### src/rtl/hue_pwm_pkg.sv
// Shared types and constants for the hue-cycling RGB PWM engine.
package hue_pwm_pkg;

    typedef enum logic [1:0] {
        MODE_OFF     = 2'b00,
        MODE_CYCLE   = 2'b01,
        MODE_FIXED   = 2'b10,
        MODE_BREATHE = 2'b11
    } mode_t;

    localparam logic [8:0] HUE_MAX    = 9'd359;
    localparam logic [8:0] SECTOR_DEG = 9'd60;

    // Colour-wheel sector index, 0..5, one per 60 degrees.
    typedef logic [2:0] sector_t;

    // Out-of-range hues saturate at the last valid degree.
    function automatic logic [8:0] clamp_hue(input logic [8:0] h);
        return (h > HUE_MAX) ? HUE_MAX : h;
    endfunction

endpackage

### src/rtl/hue_to_rgb.sv
// Hue/level to RGB duty mapper: stage 1 decodes the sector and builds the
// linear ramps, stage 2 scales the ramps by (level+1) >> PWM_BITS.
module hue_to_rgb
    import hue_pwm_pkg::*;
#(
    parameter int PWM_BITS = 8
) (
    input  logic                clk,
    input  logic                rst_n,
    input  logic [8:0]          hue,
    input  logic [PWM_BITS-1:0] level,
    output logic [PWM_BITS-1:0] duty_r,
    output logic [PWM_BITS-1:0] duty_g,
    output logic [PWM_BITS-1:0] duty_b
);

    localparam int                  PROD_W = PWM_BITS + 9;
    localparam logic [PWM_BITS-1:0] MAX_V  = '1;

    // floor(MAX * x / 60); x never exceeds 60 so the result fits PWM_BITS.
    function automatic logic [PWM_BITS-1:0] ramp(input logic [8:0] x);
        return PWM_BITS'(({9'd0, MAX_V} * {{PWM_BITS{1'b0}}, x}) / PROD_W'(SECTOR_DEG));
    endfunction

    sector_t             sec;
    logic [PWM_BITS-1:0] r_c, g_c, b_c;
    logic [PWM_BITS-1:0] r_q, g_q, b_q, lvl_q;
    logic [PWM_BITS:0]   lvl_p1;

    // Sector decode and per-channel ramp selection.
    always_comb begin
        r_c = '0;
        g_c = '0;
        b_c = '0;
        if      (hue < 9'd60)  sec = 3'd0;
        else if (hue < 9'd120) sec = 3'd1;
        else if (hue < 9'd180) sec = 3'd2;
        else if (hue < 9'd240) sec = 3'd3;
        else if (hue < 9'd300) sec = 3'd4;
        else                   sec = 3'd5;
        case (sec)
            3'd0: begin r_c = MAX_V;               g_c = ramp(hue);                          end
            3'd1: begin r_c = ramp(9'd120 - hue);  g_c = MAX_V;                              end
            3'd2: begin g_c = MAX_V;               b_c = ramp(hue - 9'd120);                 end
            3'd3: begin g_c = ramp(9'd240 - hue);  b_c = MAX_V;                              end
            3'd4: begin r_c = ramp(hue - 9'd240);  b_c = MAX_V;                              end
            default: begin r_c = MAX_V;            b_c = ramp(9'd360 - hue);                 end
        endcase
    end

    // Stage 1: register the unscaled ramps together with the level they pair with.
    always_ff @(posedge clk or negedge rst_n) begin
        if (!rst_n) begin
            r_q   <= '0;
            g_q   <= '0;
            b_q   <= '0;
            lvl_q <= '0;
        end else begin
            r_q   <= r_c;
            g_q   <= g_c;
            b_q   <= b_c;
            lvl_q <= level;
        end
    end

    assign lvl_p1 = {1'b0, lvl_q} + (PWM_BITS+1)'(1);

    // Stage 2: brightness multiply; level = MAX gives ramp*2^N >> N, the identity.
    always_ff @(posedge clk or negedge rst_n) begin
        if (!rst_n) begin
            duty_r <= '0;
            duty_g <= '0;
            duty_b <= '0;
        end else begin
            duty_r <= PWM_BITS'(({{(PWM_BITS+1){1'b0}}, r_q} * {{PWM_BITS{1'b0}}, lvl_p1}) >> PWM_BITS);
            duty_g <= PWM_BITS'(({{(PWM_BITS+1){1'b0}}, g_q} * {{PWM_BITS{1'b0}}, lvl_p1}) >> PWM_BITS);
            duty_b <= PWM_BITS'(({{(PWM_BITS+1){1'b0}}, b_q} * {{PWM_BITS{1'b0}}, lvl_p1}) >> PWM_BITS);
        end
    end

endmodule

### src/rtl/hue_pwm_engine.sv
// RGB LED colour engine: free-running PWM with period-boundary duty updates,
// off/cycle/fixed/breathe modes and a shadowed valid/ready config port.
// rst_n is asserted asynchronously and is expected to be released
// synchronously to clk by the board reset generator.
//
// Config handshake: a transfer happens on a clk edge where cfg_valid and
// cfg_ready are both high; cfg_mode/cfg_hue/cfg_bright are sampled on that
// edge. cfg_ready then stays low until the cycle after the shadow has been
// applied at a PWM wrap. Offers made while cfg_ready is low are not taken
// and are not remembered, so cfg_valid may be raised or dropped at any time.
module hue_pwm_engine
    import hue_pwm_pkg::*;
#(
    parameter int         CLK_FREQ      = 12000000,
    parameter int         PWM_BITS      = 8,
    parameter int         STEP_CYCLES   = CLK_FREQ / 360,
    parameter int         BREATH_CYCLES = CLK_FREQ / 512,
    parameter logic [1:0] RESET_MODE    = 2'b01
) (
    input  logic                clk,
    input  logic                rst_n,
    input  logic                cfg_valid,
    output logic                cfg_ready,
    input  logic [1:0]          cfg_mode,
    input  logic [8:0]          cfg_hue,
    input  logic [PWM_BITS-1:0] cfg_bright,
    output logic [8:0]          hue_out,
    output logic                period_start,
    output logic                RGB_R,
    output logic                RGB_G,
    output logic                RGB_B
);

    localparam int                  SW    = (STEP_CYCLES   > 1) ? $clog2(STEP_CYCLES)   : 1;
    localparam int                  BW    = (BREATH_CYCLES > 1) ? $clog2(BREATH_CYCLES) : 1;
    localparam logic [PWM_BITS-1:0] MAX_V = '1;

    // Complete engine state in one struct so it can be observed as a unit.
    typedef struct packed {
        mode_t               mode;
        logic [PWM_BITS-1:0] bright;
        logic [8:0]          hue;
        logic [SW-1:0]       step_cnt;
        logic [BW-1:0]       brth_cnt;
        logic [PWM_BITS-1:0] brth_lvl;
        logic                brth_down;
        logic                pend;
        logic                rdy;
        mode_t               sh_mode;
        logic [PWM_BITS-1:0] sh_bright;
        logic [8:0]          sh_hue;
    } eng_t;

    eng_t                st_q, st_d;
    logic [PWM_BITS-1:0] cnt;
    logic                wrap;
    logic                accept;
    logic [PWM_BITS-1:0] level;
    logic [PWM_BITS-1:0] nxt_r, nxt_g, nxt_b;
    logic [PWM_BITS-1:0] duty_r_q, duty_g_q, duty_b_q;
    logic                period_start_q;

    assign wrap   = (cnt == MAX_V);
    assign accept = cfg_valid && st_q.rdy;

    // Engine state register.
    always_ff @(posedge clk or negedge rst_n) begin
        if (!rst_n) begin
            st_q        <= '0;
            st_q.mode   <= mode_t'(RESET_MODE);
            st_q.bright <= MAX_V;
            st_q.rdy    <= 1'b1;
        end else begin
            st_q <= st_d;
        end
    end

    // Next state: config capture/apply, hue stepping and breathe triangle.
    always_comb begin
        st_d     = st_q;
        st_d.rdy = !(st_q.pend || accept);
        if (accept) begin
            st_d.pend      = 1'b1;
            st_d.sh_mode   = mode_t'(cfg_mode);
            st_d.sh_bright = cfg_bright;
            st_d.sh_hue    = clamp_hue(cfg_hue);
        end
        if (wrap && st_q.pend) begin
            st_d.pend      = 1'b0;
            st_d.mode      = st_q.sh_mode;
            st_d.bright    = st_q.sh_bright;
            st_d.hue       = st_q.sh_hue;
            st_d.step_cnt  = '0;
            st_d.brth_cnt  = '0;
            st_d.brth_lvl  = '0;
            st_d.brth_down = 1'b0;
        end else begin
            case (st_q.mode)
                MODE_CYCLE: begin
                    if (st_q.step_cnt == SW'(STEP_CYCLES - 1)) begin
                        st_d.step_cnt = '0;
                        st_d.hue      = (st_q.hue == HUE_MAX) ? 9'd0 : st_q.hue + 9'd1;
                    end else begin
                        st_d.step_cnt = st_q.step_cnt + SW'(1);
                    end
                end
                MODE_BREATHE: begin
                    if (st_q.brth_cnt == BW'(BREATH_CYCLES - 1)) begin
                        st_d.brth_cnt = '0;
                        if (!st_q.brth_down) begin
                            if (st_q.brth_lvl == st_q.bright) st_d.brth_down = 1'b1;
                            else                              st_d.brth_lvl  = st_q.brth_lvl + PWM_BITS'(1);
                        end else begin
                            if (st_q.brth_lvl == '0) st_d.brth_down = 1'b0;
                            else                     st_d.brth_lvl  = st_q.brth_lvl - PWM_BITS'(1);
                        end
                    end else begin
                        st_d.brth_cnt = st_q.brth_cnt + BW'(1);
                    end
                end
                default: ;
            endcase
        end
    end

    // Brightness fed to the colour mapper for the current mode.
    always_comb begin
        level = st_q.bright;
        case (st_q.mode)
            MODE_OFF:     level = '0;
            MODE_BREATHE: level = st_q.brth_lvl;
            default:      level = st_q.bright;
        endcase
    end

    hue_to_rgb #(
        .PWM_BITS (PWM_BITS)
    ) u_hue_to_rgb (
        .clk    (clk),
        .rst_n  (rst_n),
        .hue    (st_q.hue),
        .level  (level),
        .duty_r (nxt_r),
        .duty_g (nxt_g),
        .duty_b (nxt_b)
    );

    // Free-running PWM counter and the registered period-start pulse.
    always_ff @(posedge clk or negedge rst_n) begin
        if (!rst_n) begin
            cnt            <= '0;
            period_start_q <= 1'b0;
        end else begin
            cnt            <= cnt + PWM_BITS'(1);
            period_start_q <= wrap;
        end
    end

    // Duty latches only move on the MAX->0 edge so a period is never split.
    always_ff @(posedge clk or negedge rst_n) begin
        if (!rst_n) begin
            duty_r_q <= '0;
            duty_g_q <= '0;
            duty_b_q <= '0;
        end else if (wrap) begin
            duty_r_q <= nxt_r;
            duty_g_q <= nxt_g;
            duty_b_q <= nxt_b;
        end
    end

    assign RGB_R        = (cnt < duty_r_q);
    assign RGB_G        = (cnt < duty_g_q);
    assign RGB_B        = (cnt < duty_b_q);
    assign period_start = period_start_q;
    assign cfg_ready    = st_q.rdy;
    assign hue_out      = st_q.hue;

endmodule

### config.mk
export PLATFORM = sky130hd
export DESIGN_NAME = hue_pwm_engine
export DESIGN_NICKNAME = d
export VERILOG_FILES = /design/src/rtl/hue_pwm_pkg.sv /design/src/rtl/hue_to_rgb.sv /design/src/rtl/hue_pwm_engine.sv
export SDC_FILE = /design/constraint.sdc
export NUM_CORES = 1
export LEC_CHECK = 0
export BUFFER_PORTS_ARGS = -buffer_cell sky130_fd_sc_hd__buf_2
export CAP_MARGIN = 40
export CELL_PAD_IN_SITES_DETAIL_PLACEMENT = 2
export CELL_PAD_IN_SITES_GLOBAL_PLACEMENT = 2
export CORE_AREA = 2 2 219 329
export CTS_CLUSTER_SIZE = 8
export DETAILED_ROUTE_END_ITERATION = 16
export DIE_AREA = 0 0 221 331
export GPL_ROUTABILITY_DRIVEN = 0
export GPL_TIMING_DRIVEN = 0
export PLACE_DENSITY_LB_ADDON = 0.1
export SETUP_SLACK_MARGIN = 0.5
export SLEW_MARGIN = 10
export SYNTH_ARGS = -nofsm -noshare
export SYNTH_HDL_FRONTEND = slang
export SYNTH_SLANG_ARGS = --single-unit
### constraint.sdc
create_clock -name clk -period 31.2 [get_ports clk]
set_clock_uncertainty 0.2 [all_clocks]
set_input_delay 1.56 -clock clk [delete_from_list [all_inputs] [get_ports clk]]
set_output_delay 1.56 -clock clk [all_outputs]
set_load 0.02 [all_outputs]
# == After elaboration in Yosys (flattened, before gate mapping) ==
# Cells that the tools add are included.
# word_totals
register_bits,169
out_inout_bits,14
elab_cells,117
# op_classes
n_addsub,12
n_mul,9
div_mod_pow,6
n_lt_le_gt_ge,9
eq_ne,13
mux,25
reduce_logical,19
# op_table
op,count
divider 17 x 6 -> 17 bit (second input constant),6
multiplier 8 x 9 -> 17 bit (first input constant),6
case mux 8 bit (3 select lines),3
2-to-1 mux 49 bit,1
multiplier 8 x 9 -> 16 bit,3
2-to-1 mux 9 bit,5
2-to-1 mux 25 bit,1
less-than comparator 8 bit,3
2-to-1 mux 24 bit,1
less-than comparator 9 x 8 -> 1 bit (second input constant),2
adder 16 x 1 -> 16 bit (second input constant),1
adder 8 x 1 -> 8 bit (second input constant),2
== test 16 bit (second input constant),1
2-to-1 mux 16 bit,1
2-to-1 mux 8 bit,2
case mux 8 bit (2 select lines),1
adder 15 x 1 -> 15 bit (second input constant),1
== test 15 bit (second input constant),1
2-to-1 mux 15 bit,1
2-to-1 mux 3 bit,4
nonzero test 2 bit,5
adder 8 x 1 -> 9 bit (second input constant),1
adder 9 x 1 -> 9 bit (second input constant),1
== test 9 bit (second input constant),1
28 further kinds,39

# == Longest topological paths before layout ==
# Gate-level depths: netlist (run 1).
# logic_depth
word_depth,9
mapped_depth,43
depth_no_buf,37

# == By module ==
# From an unflattened synthesis (run 1), not the netlist that was laid out.
# unflattened
cells_unflattened,3420
hier_area_um2,29468.3
# modules_own_cells
module,n_inst,cells_per_inst,area_per_inst_um2
hue_to_rgb,1,2752,23343.6
hue_pwm_engine,1,668,6124.6

# == Least setup slack after synthesis (run 1) ==
# No wires, ideal clock.
# synth_path
kind,register to register
startpoint,"register st_q, in the netlist hue_out[4]"
endpoint,register u_hue_to_rgb.b_q[0]
setup_ns,0.082
t_arrival_ns,9.864
t_required_ns,30.918
setup_slack_ns,21.053
path_stages_with_launch,37
path_buffers,1
period_less_slack_ns,10.147
path_cell_list,dfrtp_1 > buf_1 > inv_1 > ha_1 > a21oi_1 > nand2_1 > xnor2_1 > fa_1 > inv_1 > fa_1 > inv_1 > fa_1 > inv_1 > fa_1 > inv_1 > ha_1 > a2111oi_0 > o21ai_1 > a41oi_1 > xor2_1 > mux2i_2 > nand3_1 > a2111oi_2 > a21o_2 > mux2i_2 > o221ai_1 > a21oi_1 > o2111ai_1 > and3_1 > o311ai_1 > a21oi_1 > a2111oi_1 > nor3_2 > or4_1 > o21ai_0 > a211oi_1 > o22ai_1
# synth_via
elab_chain_len,9
elab_cells_between_ends,24
classes_between,add/sub (2); mul (2); div (2); order compare (5); eq/ne (4); mux (6); reduce/logical (3)
# synth_rtl
element,line,rtl
from (decl),hue_pwm_engine.sv:54,"eng_t st_q, st_d;"
from (signal assigned),hue_pwm_engine.sv:74,st_q <= st_d;
"parallel branches: the longest is 8 deep, another holds multiplier 8 x 9 -> 17 bit",-,
case mux 8 bit (3 select lines) (*),hue_to_rgb.sv:41,case (sec)
via u_hue_to_rgb.b_c[0],hue_to_rgb.sv:26,"logic [PWM_BITS-1:0] r_c, g_c, b_c;"
to (signal assigned),hue_to_rgb.sv:56,b_q <= '0;
to (signal assigned),hue_to_rgb.sv:61,b_q <= b_c;
to (decl),hue_to_rgb.sv:27,"logic [PWM_BITS-1:0] r_q, g_q, b_q, lvl_q;"
# Mark *: on every way through the listed nets, which the timed path passes.
# A chain may end at the register's enable or synchronous reset.

# == Final worst setup path (run 1) ==
# Ends and elaborated chain as after synthesis.

==> summary.txt, run 1 <==
Crit Path Category -> reg2reg
Most common cell after layout, fill and taps aside -> inv_1
# setup viols final -> 0
Most used DFF post-synth -> dfrtp_1
Min Tclk post-route -> 12.88 ns
CP dominant cell by count -> inv_1
Origin of the worst min-delay path -> u_hue_to_rgb.duty_g[5]$_DFF_PN0_
Psw -> 111 uW
Dominant cell type by area after synthesis -> fa_1
Most frequent cells in the layout -> inv_1, ha_1, nand2_1, fa_1, nor2_1
Post-Synthesis Cell Area -> 30,100 um^2
CP max FO -> 14
Area contributors post-synth -> fa_1, ha_1, dfrtp_1
Fillers -> 7,907
CP required -> 31.43 ns
Unrepaired setup endpoints after global routing -> false
Critical path origin -> hue_out[4]$_DFFE_PN0P_
Routed Antenna Nets -> 0
Power per cell area -> 15.5 nW/um^2
Setup crit start kind -> flop
Final Cycle Share -> 41.3%
Final net count -> 4,288
Crit end category -> flop
Vias in the first global route -> 31,400
Max cap viols -> 0
Routed length per placed instance -> 23.7 um
Setup bufs post-CTS -> 0
Area of the multi-input gates -> 23,300 um^2
Via/cell ratio -> 5.86
Avg Cell Area, Syn -> 8.53 um^2
Net Count, Synth -> 4,209
Largest net degree at the start of global routing -> 92
Area share of the largest cell type after synthesis -> 20.4%
CTS root buf -> clkbuf_16
Port Buf Inserts -> 35
Initial antenna violation count -> 0
Clock network power share -> 50.3%
Slowest cell on the critical path -> dfrtp_1
Sequential Power Share -> 46.5%
Slew at the pin with the worst max-slew slack -> 1.01 ns
Std cell rows -> 119
Starting density of the core -> 42.9%
Die width -> 221 um
Setup TNS Final -> 0 ns
Iteration-0 DRC count of the detailed router -> 973
Vias -> 26,400
Die area -> 73,200 um^2
Slew HR -> 32.4%
Syn-to-layout area delta -> 7.25%
Num CTS Buffers -> 25
Sw Ratio -> 22.3%
Hold crit path type -> reg2reg
Clock H-tree levels -> 4
Final hold violation count -> 0
Cell-internal power -> 389 uW
Max IR drop VDD -> 0.0000323 V
Yosys warns -> 0
Drt total wl -> 107 mm
Initial DRT Pass Iterations -> 4
FF+latch count, synth -> 169
First-pass GRT wire length -> 172 mm
Sink Count -> 169
Post-synthesis sequential area ratio -> 14.1%
# diodes -> 0
WP data arrival -> 13.11 ns
Worst-path clk slew -> 0.06 ns
Core Footprint -> 70,100 um^2
Post-synth EDFFs -> 0
Outcome -> complete, no violations
GRT overflow -> 0
Worst r2r src -> hue_out[4]$_DFFE_PN0P_
DP HPWL -> 90.8 mm
Combinational share of power -> 3.2%
FF/Latch Area -> 4240 um^2
Netlist cell types -> 118
Syn Inst Count -> 3,524
CP peak stage delay -> 0.83 ns
Total track usage -> 29.5%
Final Total Pwr -> 500 uW
Max Slew Vio Count -> 0
I/O Pins -> 36
CTS tree -> built
Post-cts sizing count -> 0
Remaining DRCs -> 0
Hold-fix buffers, CTS -> 0
Fmax achieved -> 0.0776 GHz
Clock Path Buffers -> 3
Clock Latency Late Sink -> 0.52 ns
Async set or reset register ratio after synthesis -> 100%
Layout cells sized above 1 -> 6.51%
Die height -> 331 um
Lkg Pwr -> 16.0 nW
cells in the mapped netlist, drive strengths merged (18+ instances only):
master	instances
nor3	71
nand4	21
a21o	54
xnor2	123
a31oi	32
or2	18
a211oi	35
fa	306
dfrtp	159
and2	110
xor2	40
mux2i	32
o21ai	189
nand2b	32
nor2b	32
nand2	345
a21oi	175
o21a	55
buf	39
mux2	26
and3	47
clkbuf	72
ha	357
inv	528
nor4	25
nand3	86
nor2	186
o211ai	27
or3	27
cell type report:
cell class / instances / area share [%]
tap: 907 / 3.52
clock buffer: 28 / 2.04
sequential: 169 / 13.1
timing repair buffer: 52 / 1.03
multi-input combinational: 2714 / 72.4
clock inverter: 4 / 0.151
inverter: 530 / 6.17
buffer: 111 / 1.56
path summary, 6_finish.rpt:
path | end | slack [ns] | cells after the start
min in group asynchronous | st_q[16]$_DFFE_PN0P_ | 0.84 | 1
hold reg to reg | duty_g_q[5]$_DFFE_PN0P_ | 0.27 | 2
setup / recovery | u_hue_to_rgb.b_q[0]$_DFF_PN0_ | 18.32 | 37
max in group asynchronous | u_hue_to_rgb.duty_r[5]$_DFF_PN0_ | 29.06 | 2
hold / removal | duty_g_q[5]$_DFFE_PN0P_ | 0.27 | 2
setup reg to reg | u_hue_to_rgb.b_q[0]$_DFF_PN0_ | 18.32 | 37
registers in the layout, indices dropped and copies added, names as in the netlist:
register	count
u_hue_to_rgb.duty_r	8
duty_g_q	8
u_hue_to_rgb.b_q	8
u_hue_to_rgb.r_q	8
u_hue_to_rgb.duty_g	8
hue_out	9
cfg_ready	1
st_q	70
duty_r_q	8
u_hue_to_rgb.lvl_q	8
cnt	8
period_start	1
u_hue_to_rgb.duty_b	8
duty_b_q	8
u_hue_to_rgb.g_q	8
power groups by stage:
| stage | Sequential (mW) | Combinational (mW) | Clock [mW] |
|---|---|---|---|
| after global routing | 0.233 | 0.0180 | 0.266 |
| final | 0.233 | 0.0160 | 0.252 |
| after floorplan | 0.233 | 0.00685 | 0 |
| after CTS | 0.232 | 0.0165 | 0.259 |
| after global placement | 0.236 | 0.0145 | 0 |
| after detailed placement | 0.236 | 0.0161 | 0 |
critical path: cells and delay by family (launching register included):
kind | cells | cell delay (ns)
adders and majority gates | 6 | 2.93
DFF | 1 | 0.83
and+or+nand+nor | 7 | 2.14
buffers and inverters | 7 | 1.60
AOI/OAI and AO/OA | 13 | 3.91
muxes | 2 | 0.84
xor gates and xnor gates | 2 | 0.31
metrics by stage:
step / util, % / cell area (um^2) / setup WS [ns] / hold slack (ns) / instances
floorplan: - / 30100 / 21.05 / 0.191 / 3524
global placement: 44.8 / 31400 / 18.79 / 0.210 / 4466
detailed placement: 45.0 / 31500 / 18.47 / 0.249 / 4482
CTS: 46.0 / 32200 / 18.37 / 0.270 / 4514
global route: 46.0 / 32300 / 17.41 / 0.288 / 4515
finish: 46.0 / 32300 / 18.32 / 0.271 / 4515
metal layers:
| metal | up-vias | GRT usage (%) | share of wire (%) |
|---|---|---|---|
| li1 | 12100 | - | - |
| met1 | 13700 | 29.1 | 35 |
| met2 | 429 | 61.8 | 58 |
| met3 | 243 | 1.75 | 1.7 |
| met4 | 0 | 13.9 | 4.9 |
| met5 | - | 0 | 0 |
logic make-up (layout without fill, tap and decap cells):
family / after synthesis / after routing / synth area share [%]
compound gates: 794 / 794 / 18.4
xor+xnor: 164 / 164 / 4.82
fa+ha+maj: 666 / 666 / 35.3
buf+inv: 641 / 725 / 8.29
flops: 169 / 169 / 14.1
mux: 58 / 58 / 2.10
simple gates: 1032 / 1032 / 16.9
Note: power is estimated with default switching activity, not from simulation.
==> run 2, diff against run 1 <==
--- a/config.mk
+++ b/config.mk
@@ -9,10 +9,10 @@
 export CAP_MARGIN = 40
 export CELL_PAD_IN_SITES_DETAIL_PLACEMENT = 2
 export CELL_PAD_IN_SITES_GLOBAL_PLACEMENT = 2
-export CORE_AREA = 2 2 219 329
+export CORE_AREA = 2 2 233 350
 export CTS_CLUSTER_SIZE = 8
 export DETAILED_ROUTE_END_ITERATION = 16
-export DIE_AREA = 0 0 221 331
+export DIE_AREA = 0 0 235 352
 export GPL_ROUTABILITY_DRIVEN = 0
 export GPL_TIMING_DRIVEN = 0
 export PLACE_DENSITY_LB_ADDON = 0.1
==> constraint.sdc (replaced) <==
create_clock -name clk -period 10.99 [get_ports clk]
set_clock_uncertainty 0.2 [all_clocks]
set_input_delay 0.5495 -clock clk [delete_from_list [all_inputs] [get_ports clk]]
set_output_delay 0.5495 -clock clk [all_outputs]
set_load 0.02 [all_outputs]
==> run 2 against run 1 <==
  * Critical path depth up 6
  * Clock power increased to 3.0 times the previous value
  * Cell area is 11% higher
  * Non-clock buffer count up 144
  * Register-to-register slack got worse by 18 ns
  * Via count up 2.2%
  * Sequential cell count unchanged
  * Largest cell class unchanged
  * Total power increased to 2.9 times the previous value
  * Worst setup slack got worse by 18 ns
  * Maximum frequency increased by 24%
  * Sequential share of layout area down 1.2 points
  * First-iteration DRC count decreased by 20%
==> summary.txt, run 2 (synthesized netlist as in run 1, its figures left out) <==
Hold crit path type -> in2reg
Crit end category -> flop
CP max FO -> 8
Die height -> 352 um
Via/cell ratio -> 5.64
Crit Path Category -> reg2reg
Final net count -> 4,433
CP required -> 11.13 ns
Starting density of the core -> 37.8%
Lkg Pwr -> 17.1 nW
Port Buf Inserts -> 35
Routed length per placed instance -> 23.5 um
Worst-path clk slew -> 0.07 ns
Max cap viols -> 0
Max reg flops -> 70
Origin of the worst min-delay path -> cfg_bright[7]
Max Slew Vio Count -> 0
Power per cell area -> 40.8 nW/um^2
Vias -> 27,000
Iteration-0 DRC count of the detailed router -> 781
# setup viols final -> 0
Max IR drop VDD -> 0.0000712 V
I/O Pins -> 36
# diodes -> 0
Final design utilization -> 44.8%
Worst r2r src -> hue_out[0]$_DFFE_PN0P_
Most frequent cells in the layout -> inv_1, ha_1, nand2_1, fa_1, nor2_1
Slew at the pin with the worst max-slew slack -> 0.971 ns
Most flop-heavy register -> st_q
Std cell rows -> 127
WP data arrival -> 10.52 ns
Clock Path Buffers -> 3
Outcome -> complete, no violations
Min Tclk post-route -> 10.38 ns
Vias in the first global route -> 31,300
CP peak stage delay -> 0.59 ns
Setup crit start kind -> flop
Unrepaired setup endpoints after global routing -> true
Final Total Pwr -> 1.46 mW
Slew HR -> 33.4%
Initial DRT Pass Iterations -> 5
Slowest cell on the critical path -> fa_2
Die width -> 235 um
Clock H-tree levels -> 4
Fillers -> 8,676
Drt total wl -> 112 mm
CTS tree -> built
Core Footprint -> 79,600 um^2
Die area -> 82,700 um^2
CTS root buf -> clkbuf_16
Remaining DRCs -> 0
DP HPWL -> 87.1 mm
Layout cells sized above 1 -> 17.1%
Num CTS Buffers -> 25
GRT overflow -> 0
Most common cell after layout, fill and taps aside -> inv_1
Total track usage -> 26.0%
Routed Antenna Nets -> 0
First-pass GRT wire length -> 173 mm
Largest net degree at the start of global routing -> 87
Initial antenna violation count -> 0
Critical path origin -> hue_out[0]$_DFFE_PN0P_
Sink Count -> 169
Fmax achieved -> 0.0963 GHz
Final Cycle Share -> 94.4%
Final hold violation count -> 0
Syn-to-layout area delta -> 18.7%
Clock Latency Late Sink -> 0.51 ns
[run 2: cell count changes in the layout (fill, tap and decap cells not counted), sizes merged]
cell,previous run,this run
a21oi,175,176
clkinv,5,4
bufinv,1,2
dlygate4sd3,0,1
inv,528,519
buf,90,236
clkinvlp,0,9
clkbuf,101,99
[run 2: stage by stage]
stage | hold WS (ns) | setup slack [ns] | setup TNS (ns) | cells | cell area (um^2)
after detailed placement | 0.222 | -1.62 | -12.36 | 4612 | 31700
final | 0.0623 | 0.610 | 0 | 4786 | 35700
after CTS | 0.0395 | 0.507 | 0 | 4707 | 33900
after global routing | 0.0595 | 0.248 | 0 | 4786 | 35700
after global placement | 0.208 | -1.63 | -14.53 | 4591 | 31500
after floorplan | 0.0539 | 0.843 | 0 | 3524 | 30100
[run 2: critical path, delay by kind of cell, from the launching register on]
| family | cells | cell delay [ns] |
|---|---|---|
| buffers and inverters | 11 | 1.49 |
| multiplexers | 1 | 0.23 |
| AND/OR/NAND/NOR | 8 | 1.70 |
| XOR/XNOR | 3 | 0.69 |
| adder cells (fa/ha/maj) | 6 | 2.72 |
| flip-flops | 1 | 0.42 |
| AO/OA/AOI/OAI | 14 | 2.73 |
[run 2: timing repair]
action	in CTS	in global routing
buffers inserted	60	77
endpoints found under the hold margin	78	0
endpoints found under the setup margin	17	11
pin swaps	32	76
gates cloned	1	1
resized for setup	178	250
hold buffers	1	0
[run 2: where the power goes]
part	total (mW)	switching (mW)	internal [mW]
sequential	0.665	0.0218	0.644
combinational	0.0431	0.0252	0.0179
clock	0.749	0.276	0.473
[run 2: layout make-up]
cell class	instances	area, um^2	area share [%]
Tap cell	1032	1290	3.62
Clock buffer	29	671	1.88
Buffer	111	588	1.65
Sequential cell	169	4260	11.9
Clock inverter	4	70.1	0.196
Timing Repair Buffer	196	1480	4.15
Inverter	530	2030	5.68
Multi-Input combinational cell	2715	25300	70.9
[run 2: final timing paths]
path	endpoint	slack [ns]	depth (start not counted)
max in group asynchronous	u_hue_to_rgb.duty_g[6]$_DFF_PN0_	9.27	3
hold / removal	st_q[16]$_DFFE_PN0P_	0.06	2
min in group asynchronous	st_q[37]$_DFFE_PN0P_	0.43	2
setup / recovery	u_hue_to_rgb.r_q[0]$_DFF_PN0_	0.61	43
setup reg to reg	u_hue_to_rgb.r_q[0]$_DFF_PN0_	0.61	43
hold reg to reg	cfg_ready$_DFF_PN1_	0.23	1
[run 2: metal layers]
metal / up-vias / global-route usage [%] / routed length [um]
met5: - / 0 / 0
met4: 0 / 10.6 / 4990
met3: 222 / 1.47 / 1560
met2: 345 / 53.6 / 65300
met1: 14100 / 26.5 / 40400
li1: 12400 / - / -
